--- src/rtl/linreg_stats.sv ---
// -----------------------------------------------------------------------------
// linreg_stats
//   Two-pass window statistics over an external sample memory.
//   Pass 1 sums samples value[si..ei-1] and divides by N = ei - si to get the
//   mean. Pass 2 walks the same window again and either averages (mode 0) or
//   takes the maximum of (mode 1) the absolute deviation from that mean.
//
// Ports
//   Clk, Rst      clock (rising edge) and synchronous active-high reset
//   start         run request, only looked at while IDLE
//   si, ei        window [si, ei), latched when start is accepted
//   mode          0 = mean absolute deviation, 1 = peak absolute deviation
//   index         memory read address (registered)
//   value         memory read data, MEM_LAT cycles after index
//   busy          high from the cycle after accept until the done cycle
//   done          one-cycle completion pulse
//   err           window empty or inverted (ei <= si), valid with done
//   mean          floor(sum / N)
//   deviation     result of the selected mode
//   count         N
//   dbg_state_o   current FSM state encoding
//
// Handshake: start is a level request sampled only in IDLE; there is no
// back-pressure. done is a single-cycle pulse; mean/deviation/count/err are
// updated on the same edge that raises done and hold until the next run ends
// or a reset. Holding start high relaunches a run every time IDLE is reached.
// -----------------------------------------------------------------------------
module linreg_stats #(
   parameter int DATA_W  = 32,
   parameter int IDX_W   = 32,
   parameter int MEM_LAT = 0,
   parameter int ACC_W   = DATA_W + IDX_W
) (
   input  logic              Clk,
   input  logic              Rst,
   input  logic              start,
   input  logic [IDX_W-1:0]  si,
   input  logic [IDX_W-1:0]  ei,
   input  logic              mode,
   output logic [IDX_W-1:0]  index,
   input  logic [DATA_W-1:0] value,
   output logic              busy,
   output logic              done,
   output logic              err,
   output logic [DATA_W-1:0] mean,
   output logic [DATA_W-1:0] deviation,
   output logic [IDX_W-1:0]  count,
   output logic [2:0]        dbg_state_o
);

   typedef enum logic [2:0] {
      S_IDLE = 3'd0,
      S_SUM  = 3'd1,
      S_DIVM = 3'd2,
      S_DEV  = 3'd3,
      S_DIVD = 3'd4,
      S_FIN  = 3'd5
   } state_e;

   // Cycle counter must cover both a scan (N + MEM_LAT cycles) and a divide.
   localparam int CNT_W = ((IDX_W + 1) > ($clog2(ACC_W) + 1)) ?
                          (IDX_W + 1) : ($clog2(ACC_W) + 1);
   localparam logic [CNT_W-1:0] DIV_LAST = CNT_W'(ACC_W - 1);
   localparam logic [CNT_W-1:0] LAT_C    = CNT_W'(MEM_LAT);
   localparam logic [CNT_W-1:0] ONE_C    = CNT_W'(1);

   state_e              state_q;
   logic [IDX_W-1:0]    si_q;
   logic [IDX_W-1:0]    n_q;
   logic                mode_q;
   logic                err_pend_q;
   logic [CNT_W-1:0]    cnt_q;
   logic [ACC_W-1:0]    acc_q;       // running sum / dividend+quotient / max
   logic [ACC_W-1:0]    rem_q;       // divider partial remainder
   logic [DATA_W-1:0]   mean_int_q;  // mean used during the deviation pass

   logic [IDX_W-1:0]    index_q;
   logic                busy_q;
   logic                done_q;
   logic                err_q;
   logic [DATA_W-1:0]   mean_q;
   logic [DATA_W-1:0]   dev_q;
   logic [IDX_W-1:0]    count_q;

   logic [CNT_W-1:0]    n_ext;
   logic [CNT_W-1:0]    scan_last;
   logic [CNT_W-1:0]    addr_last;
   logic                lat_ok;
   logic [ACC_W-1:0]    divisor;
   logic [ACC_W:0]      rem_sh;
   logic                div_ge;
   logic [ACC_W-1:0]    rem_step_d;
   logic [ACC_W-1:0]    quo_step_d;
   logic [DATA_W-1:0]   abs_d;
   logic [ACC_W-1:0]    sum_d;
   logic [ACC_W-1:0]    dsum_d;
   logic [ACC_W-1:0]    dmax_d;

   assign n_ext     = CNT_W'(n_q);
   assign scan_last = n_ext + LAT_C - ONE_C;
   assign addr_last = n_ext - ONE_C;
   // With registered memory the first scan cycle carries stale read data.
   assign lat_ok    = (MEM_LAT == 0) ? 1'b1 : (cnt_q != '0);

   // One restoring-divider step: dividend bits leave acc_q at the top while
   // quotient bits enter at the bottom, so acc_q ends up holding the quotient.
   always_comb begin
      divisor    = ACC_W'(n_q);
      rem_sh     = {rem_q, acc_q[ACC_W-1]};
      div_ge     = (rem_sh >= {1'b0, divisor});
      // When div_ge the true difference is below the divisor, so the low
      // ACC_W bits of the modular subtraction are exact.
      rem_step_d = div_ge ? (rem_sh[ACC_W-1:0] - divisor) : rem_sh[ACC_W-1:0];
      quo_step_d = {acc_q[ACC_W-2:0], div_ge};
   end

   always_comb begin
      abs_d  = (value >= mean_int_q) ? (value - mean_int_q) : (mean_int_q - value);
      sum_d  = acc_q + ACC_W'(value);
      dsum_d = acc_q + ACC_W'(abs_d);
      dmax_d = (ACC_W'(abs_d) > acc_q) ? ACC_W'(abs_d) : acc_q;
   end

   always_ff @(posedge Clk) begin
      if (Rst) begin
         state_q    <= S_IDLE;
         si_q       <= '0;
         n_q        <= '0;
         mode_q     <= 1'b0;
         err_pend_q <= 1'b0;
         cnt_q      <= '0;
         acc_q      <= '0;
         rem_q      <= '0;
         mean_int_q <= '0;
         index_q    <= '0;
         busy_q     <= 1'b0;
         done_q     <= 1'b0;
         err_q      <= 1'b0;
         mean_q     <= '0;
         dev_q      <= '0;
         count_q    <= '0;
      end else begin
         done_q <= 1'b0;
         case (state_q)
            S_IDLE: begin
               if (start) begin
                  si_q   <= si;
                  mode_q <= mode;
                  n_q    <= ei - si;
                  busy_q <= 1'b1;
                  cnt_q  <= '0;
                  acc_q  <= '0;
                  rem_q  <= '0;
                  if (ei <= si) begin
                     // Empty window: skip straight to FIN, index untouched.
                     err_pend_q <= 1'b1;
                     state_q    <= S_FIN;
                  end else begin
                     err_pend_q <= 1'b0;
                     index_q    <= si;
                     state_q    <= S_SUM;
                  end
               end
            end

            S_SUM: begin
               if (lat_ok) begin
                  acc_q <= sum_d;
               end
               if (cnt_q < addr_last) begin
                  index_q <= index_q + IDX_W'(1);
               end
               if (cnt_q == scan_last) begin
                  cnt_q   <= '0;
                  rem_q   <= '0;
                  state_q <= S_DIVM;
               end else begin
                  cnt_q <= cnt_q + ONE_C;
               end
            end

            S_DIVM: begin
               if (cnt_q == DIV_LAST) begin
                  mean_int_q <= quo_step_d[DATA_W-1:0];
                  acc_q      <= '0;
                  rem_q      <= '0;
                  cnt_q      <= '0;
                  index_q    <= si_q;
                  state_q    <= S_DEV;
               end else begin
                  acc_q <= quo_step_d;
                  rem_q <= rem_step_d;
                  cnt_q <= cnt_q + ONE_C;
               end
            end

            S_DEV: begin
               if (lat_ok) begin
                  acc_q <= mode_q ? dmax_d : dsum_d;
               end
               if (cnt_q < addr_last) begin
                  index_q <= index_q + IDX_W'(1);
               end
               if (cnt_q == scan_last) begin
                  cnt_q   <= '0;
                  rem_q   <= '0;
                  state_q <= mode_q ? S_FIN : S_DIVD;
               end else begin
                  cnt_q <= cnt_q + ONE_C;
               end
            end

            S_DIVD: begin
               acc_q <= quo_step_d;
               rem_q <= rem_step_d;
               if (cnt_q == DIV_LAST) begin
                  cnt_q   <= '0;
                  state_q <= S_FIN;
               end else begin
                  cnt_q <= cnt_q + ONE_C;
               end
            end

            S_FIN: begin
               done_q  <= 1'b1;
               busy_q  <= 1'b0;
               err_q   <= err_pend_q;
               count_q <= err_pend_q ? '0 : n_q;
               mean_q  <= err_pend_q ? '0 : mean_int_q;
               dev_q   <= err_pend_q ? '0 : acc_q[DATA_W-1:0];
               state_q <= S_IDLE;
            end

            default: state_q <= S_IDLE;
         endcase
      end
   end

   assign index       = index_q;
   assign busy        = busy_q;
   assign done        = done_q;
   assign err         = err_q;
   assign mean        = mean_q;
   assign deviation   = dev_q;
   assign count       = count_q;
   assign dbg_state_o = state_q;

endmodule

--- config.mk ---
export PLATFORM = sky130hd
export DESIGN_NAME = linreg_stats
export DESIGN_NICKNAME = d
export VERILOG_FILES = /design/src/rtl/linreg_stats.sv
export SDC_FILE = /design/constraint.sdc
export NUM_CORES = 2
export LEC_CHECK = 0
export CORE_MARGIN = 1.5
export CORE_UTILIZATION = 60
export CTS_BUF_LIST = sky130_fd_sc_hd__clkbuf_16
export DETAILED_ROUTE_END_ITERATION = 7
export MAX_ROUTING_LAYER = met4
export PLACE_DENSITY = 0.81
export SLEW_MARGIN = 20
export SYNTH_ARGS = -nofsm -noshare
export SYNTH_HDL_FRONTEND = slang
export SYNTH_SLANG_ARGS = --single-unit
--- constraint.sdc ---
create_clock -name Clk -period 8.6 [get_ports Clk]
set_input_delay 2.15 -clock Clk [delete_from_list [all_inputs] [get_ports Clk]]
set_output_delay 2.15 -clock Clk [all_outputs]
set_load 0.005 [all_outputs]
# == After elaboration in Yosys (flattened, before gate mapping) ==
# Index checks and enable logic that the tools add are counted.
# Widths: inputs -> output; s select.
# totals
ff_bits,393
input_bits,100
out_inout_bits,134
wordCells,96
# op_classes
n_addsub,9
magnitude_cmp,5
n_eq_ne,16
muxes,34
n_reduce_logical,16
# op_table
op,n
$mux 64,7
$pmux 64 s5,1
$mux 32,8
$pmux 64 s4,1
$add 64x32->64,2
$mux 33,3
$pmux 33 s3,1
$pmux 32 s3,1
$sub 32x32->32,3
$ge 65x32->1,1
$gt 32x64->1,1
$sub 64x32->64,1
$add 33x1->33 const B,1
$eq 33x33->1,1
$eq 33x6->1 const B,1
$lt 33x33->1,1
$sub 32x1->33 const B,1
$add 32x1->32 const B,1
$ge 32x32->1,1
$le 32x32->1,1
$mux 3,6
$pmux 3 s5,1
$ne 2x2->1 const B,6
$reduce_and 5->1,2
other kinds (15),27

# == Logic depth before layout (Yosys ltp) ==
# logic_depth
ltp_word,6
ltp_mapped,28

# == Least setup slack after synthesis ==
# No wires, ideal clock.
# synth_path
kind,in2reg
from,in value[0]
to,reg acc_q[4]
setup_time_ns,0.116
arrival_ns,7.747
slack_ns,0.737
stages,27
path_buffers,4
cell_sequence,inv_1 ha_1 inv_1 fa_1 a21o_1 a221oi_2 a2111oi_0 o2111a_1 nor2_1 clkbuf_1 buf_1 o211ai_1 o21ai_0 nand2_1 xor2_1 ha_1 clkbuf_1 nand4_1 nor3_1 nand2_1 o41ai_1 a21oi_1 o31ai_1 nand2b_1 clkbuf_1 o21ai_0 a31o_2
# synth_via
elab_chain_len,5
elab_cells_between_ends,12
# synth_rtl
item,line,source
from (decl),41,"input logic [DATA_W-1:0] value,"
$sub 32x32->32 / $ge 32x32->1 (equally long branches),118,abs_d = (value >= mean_int_q) ? (value - mean_int_q) : (mean_int_q - value);
$mux 32,118,
$add 64x32->64 (tied with other cells),120,dsum_d = acc_q + ACC_W'(abs_d);
$mux 64 / $ne 3x3->1 (equally long branches),--,
$pmux 64 s5 / $reduce_and 3->1 (equally long branches),--,
to (signal assigned),168,acc_q <= sum_d;
to (signal assigned),199,acc_q <= mode_q ? dmax_d : dsum_d;
to (signal assigned),214,acc_q <= quo_step_d;
to (decl),73,logic [ACC_W-1:0] acc_q;
# Several ways; a longest one is shown, not always the timed one. The select of a mux whose other input is x is not followed.
# A chain may end at the register's enable or synchronous reset.

# == Worst setup path after layout ==
# layout_path
from,in value[0]
to,reg acc_q[38]
# layout_via
elab_chain_len,5
elab_cells_between_ends,11
# layout_rtl
item,line
$sub 32x32->32 / $ge 32x32->1 (equally long branches),118
$mux 32,118
$add 64x32->64 / $gt 32x64->1 (equally long branches),"120, 121"
$mux 64 / $ne 3x3->1 (equally long branches),--
$pmux 64 s5 / $reduce_and 3->1 (equally long branches),--
# Several ways; a longest one is shown, not always the timed one.

==> flow_metrics.env <==
export IMPL_cts_root_buf="clkbuf_16"
export IMPL_slowest_delay_ns=0.53
export IMPL_htreeDepth=2
export IMPL_hpwlAfterDp_um=82100
export IMPL_antenna_left=0
export IMPL_path_clk_slew_ns=0.06
export IMPL_power_density_nw_per_um2=286
export IMPL_start_util_pct=60.7
export IMPL_cts_path_max_buffers=3
export IMPL_worst_slew_pin_slew_ns=1.11
export IMPL_ir_worst_vdd_uv=582
export IMPL_synth_cells=4273
export IMPL_cp_arrival_ns=8.56
export IMPL_cp_slowest_cell="or4_1"
export IMPL_start_kind="primary input"
export IMPL_slew_viol_final=0
export IMPL_critical_path_class="in2reg"
export IMPL_tritoncts="done"
export IMPL_port_buffers=233
export IMPL_rows=83
export IMPL_wl_um=110000
export IMPL_vias=33700
export IMPL_ys_flop_type="dfxtp_1"
export IMPL_holdCritPathClass="reg2reg"
export IMPL_crit_buf_inv=7
export IMPL_power_leakage_uw=0.0144
export IMPL_cts_hold_buf=0
export IMPL_die_height_um=231
export IMPL_via_per_inst=6.49
export IMPL_grt_usage_pct=40.9
export IMPL_cp_max_fo=6
export IMPL_maxSlewHeadroom_pct=25.7
export IMPL_status="complete, no violations"
export IMPL_fin_skew_ns=0.0394
export IMPL_synth_edff_count=0
export IMPL_synth_area_um2=31100
export IMPL_regToRegSetupSlack_ns=1.66
export IMPL_fmax_ghz=0.125
export IMPL_design_core_area_um2=51300
export IMPL_grt_pass1_wl_um=170000
export IMPL_grt_antenna_before_repair=1
export IMPL_die_w_um=231
export IMPL_rsz0062_at_grt="false"
export IMPL_fillerInstances=4423
export IMPL_gr_total_overflow=0
export IMPL_drtIter0Drc=4161
export IMPL_cpLargestDelayFamily="compound AO/OA/AOI/OAI gates"
export IMPL_post_route_util_pct=70.5
export IMPL_wl_per_cell_um=21.2
export IMPL_async_flop_share_pct=0
export IMPL_period_share_pct=93.4
export IMPL_grt_pass1_vias=30400
export IMPL_drc=0
export IMPL_gp_congestion=1.05
export IMPL_clock_sinks=393
export IMPL_grt_start_max_net_pins=187
export IMPL_die_area_um2=53300
export IMPL_ys_warnings_count=0
export IMPL_hold_viol=0
export IMPL_cp_end_kind="flip-flop"
export IMPL_finalSetupViolations=0
export IMPL_avgSynthCellArea_um2=7.29
export IMPL_cts_setup_buffers=0
export IMPL_cts_made_buffers=46
export IMPL_synthesis_nets=4638
export IMPL_synth_cell_types=90
export IMPL_required_ns=9.13
export IMPL_tns_ns=0
export IMPL_drt_pre_antenna_iters=6
export IMPL_power_uw=10400
export IMPL_cts_resized=0
export IMPL_ys_seq_area_share_pct=25.3
export IMPL_syn_to_final_growth_pct=16.2
export IMPL_layout_nets=4839
export IMPL_ys_seq_elements=393
export IMPL_cap_viol_max_count=0
export IMPL_crit_top_cell="buf_4"
export IMPL_pin_count=234
export IMPL_clock_latency_ns=0.61
export IMPL_layout_drive_gt1_share_pct=6.90
export IMPL_period_needed_ns=8.03
==> through the flow <==
stage	worst slack, ns	instances	instance area (µm²)	hold slack, ns
after floorplan	0.737	4273	31100	0.426
after CTS	0.664	5188	36200	0.452
after global routing	0.267	5189	36200	0.469
after global placement	0.292	5106	34800	0.438
after detailed placement	0.113	5106	34800	0.445
final	0.569	5189	36200	0.451
==> per-layer routing <==
| metal | vias up | routed length [µm] | global-route usage [%] |
|---|---|---|---|
| li1 | 15900 | - | - |
| met1 | 15700 | 46800 | 55.4 |
| met2 | 1807 | 47000 | 60.7 |
| met3 | 302 | 11300 | 6.69 |
| met4 | 0 | 4830 | 16.1 |
| met5 | - | 0 | - |
==> Yosys cell counts (all sizes together), types with 15 or more instances <==
library cell,instances,area share [%]
and2,18,0.36
nor3,186,3.0
or2,15,0.30
or3,25,0.50
nand4,63,1.3
nor4,60,1.2
a222oi,26,0.84
inv,234,2.8
dfxtp,393,25
o21ai,255,4.1
nor2b,41,0.82
mux2,19,0.69
o21a,29,0.70
o21bai,26,0.63
or4,20,0.49
nand2,487,5.9
xnor2,157,4.4
and4,15,0.42
a31oi,56,1.1
a21o,80,1.9
mux2i,27,0.87
buf,17,0.27
nand3,92,1.5
a221oi,28,0.81
a21oi,481,7.7
o211ai,48,1.2
a22oi,38,0.92
o22ai,18,0.36
nor3b,23,0.55
xor2,60,1.7
a21boi,17,0.41
o31ai,26,0.63
nand2b,31,0.62
a211oi,40,0.98
and3,47,0.94
clkbuf,246,3.0
nor2,380,4.6
ha,259,10
==> worst paths after layout <==
path | from | to | cells past startpoint
setup / recovery | value[0] | acc_q[38]$_SDFFE_PP0P_ | 25
hold / removal | n_q[10]$_SDFFE_PP0P_ | n_q[10]$_SDFFE_PP0P_ | 2
hold reg to reg | n_q[10]$_SDFFE_PP0P_ | n_q[10]$_SDFFE_PP0P_ | 2
setup reg to reg | n_q[2]$_SDFFE_PP0P_ | dbg_state_o[2]$_SDFFE_PP0P_ | 21
==> where the power goes <==
part           internal, µW  switching (µW)
clock network          1010             827
registers              2030             318
logic                  2570            3590
total                  5620            4730
==> cells by family after synthesis <==
| family | Yosys count | share of synthesized area [%] |
|---|---|---|
| AOI/OAI and AO/OA | 1324 | 26.9 |
| and+or+nand+nor | 1530 | 23.3 |
| adders and majority gates | 265 | 10.8 |
| DFF | 393 | 25.3 |
| buffers and inverters | 498 | 6.07 |
| xor gates and xnor gates | 217 | 6.10 |
| muxes | 46 | 1.56 |
==> state kept, by name, summed over array words and instances (netlist names), 3 cells and up <==
register     count
cnt_q           33
mean            32
mean_int_q      32
n_q             32
acc_q           64
index           32
count           32
dbg_state_o      3
deviation       32
si_q            32
rem_q           64
==> area by class of cell <==
| type | instances | area [µm²] | area share, % |
|---|---|---|---|
| Clock buffer | 47 | 1180 | 3.25 |
| Inverter | 235 | 882 | 2.44 |
| Antenna cell | 1 | 2.50 | 0.00692 |
| Multi-Input combinational cell | 3382 | 21500 | 59.3 |
| Timing Repair Buffer | 416 | 3750 | 10.4 |
| Tap cell | 680 | 851 | 2.35 |
| Clock inverter | 35 | 190 | 0.526 |
| Sequential cell | 393 | 7870 | 21.8 |
==> worst min-delay path, delay by kind of cell, from the launching register on <==
kind | cells | cell delay, ns
AND/OR/NAND/NOR | 1 | 0.05
AO/OA/AOI/OAI | 1 | 0.05
flip-flops | 1 | 0.30
==> cell usage in the layout (no fill, tap or decap), drive strengths merged, types with 60 or more instances in the layout <==
master / Yosys / layout
inv: 234 / 249
clkdlybuf4s50: 0 / 232
ha: 259 / 259
nand3: 92 / 92
xor2: 60 / 60
nor3: 186 / 186
dfxtp: 393 / 393
buf: 17 / 184
xnor2: 157 / 157
nor4: 60 / 60
nand4: 63 / 63
nand2: 487 / 487
nor2: 380 / 380
a21o: 80 / 80
a21oi: 481 / 481
o21ai: 255 / 255
Note: power is estimated with default switching activity, not from simulation.
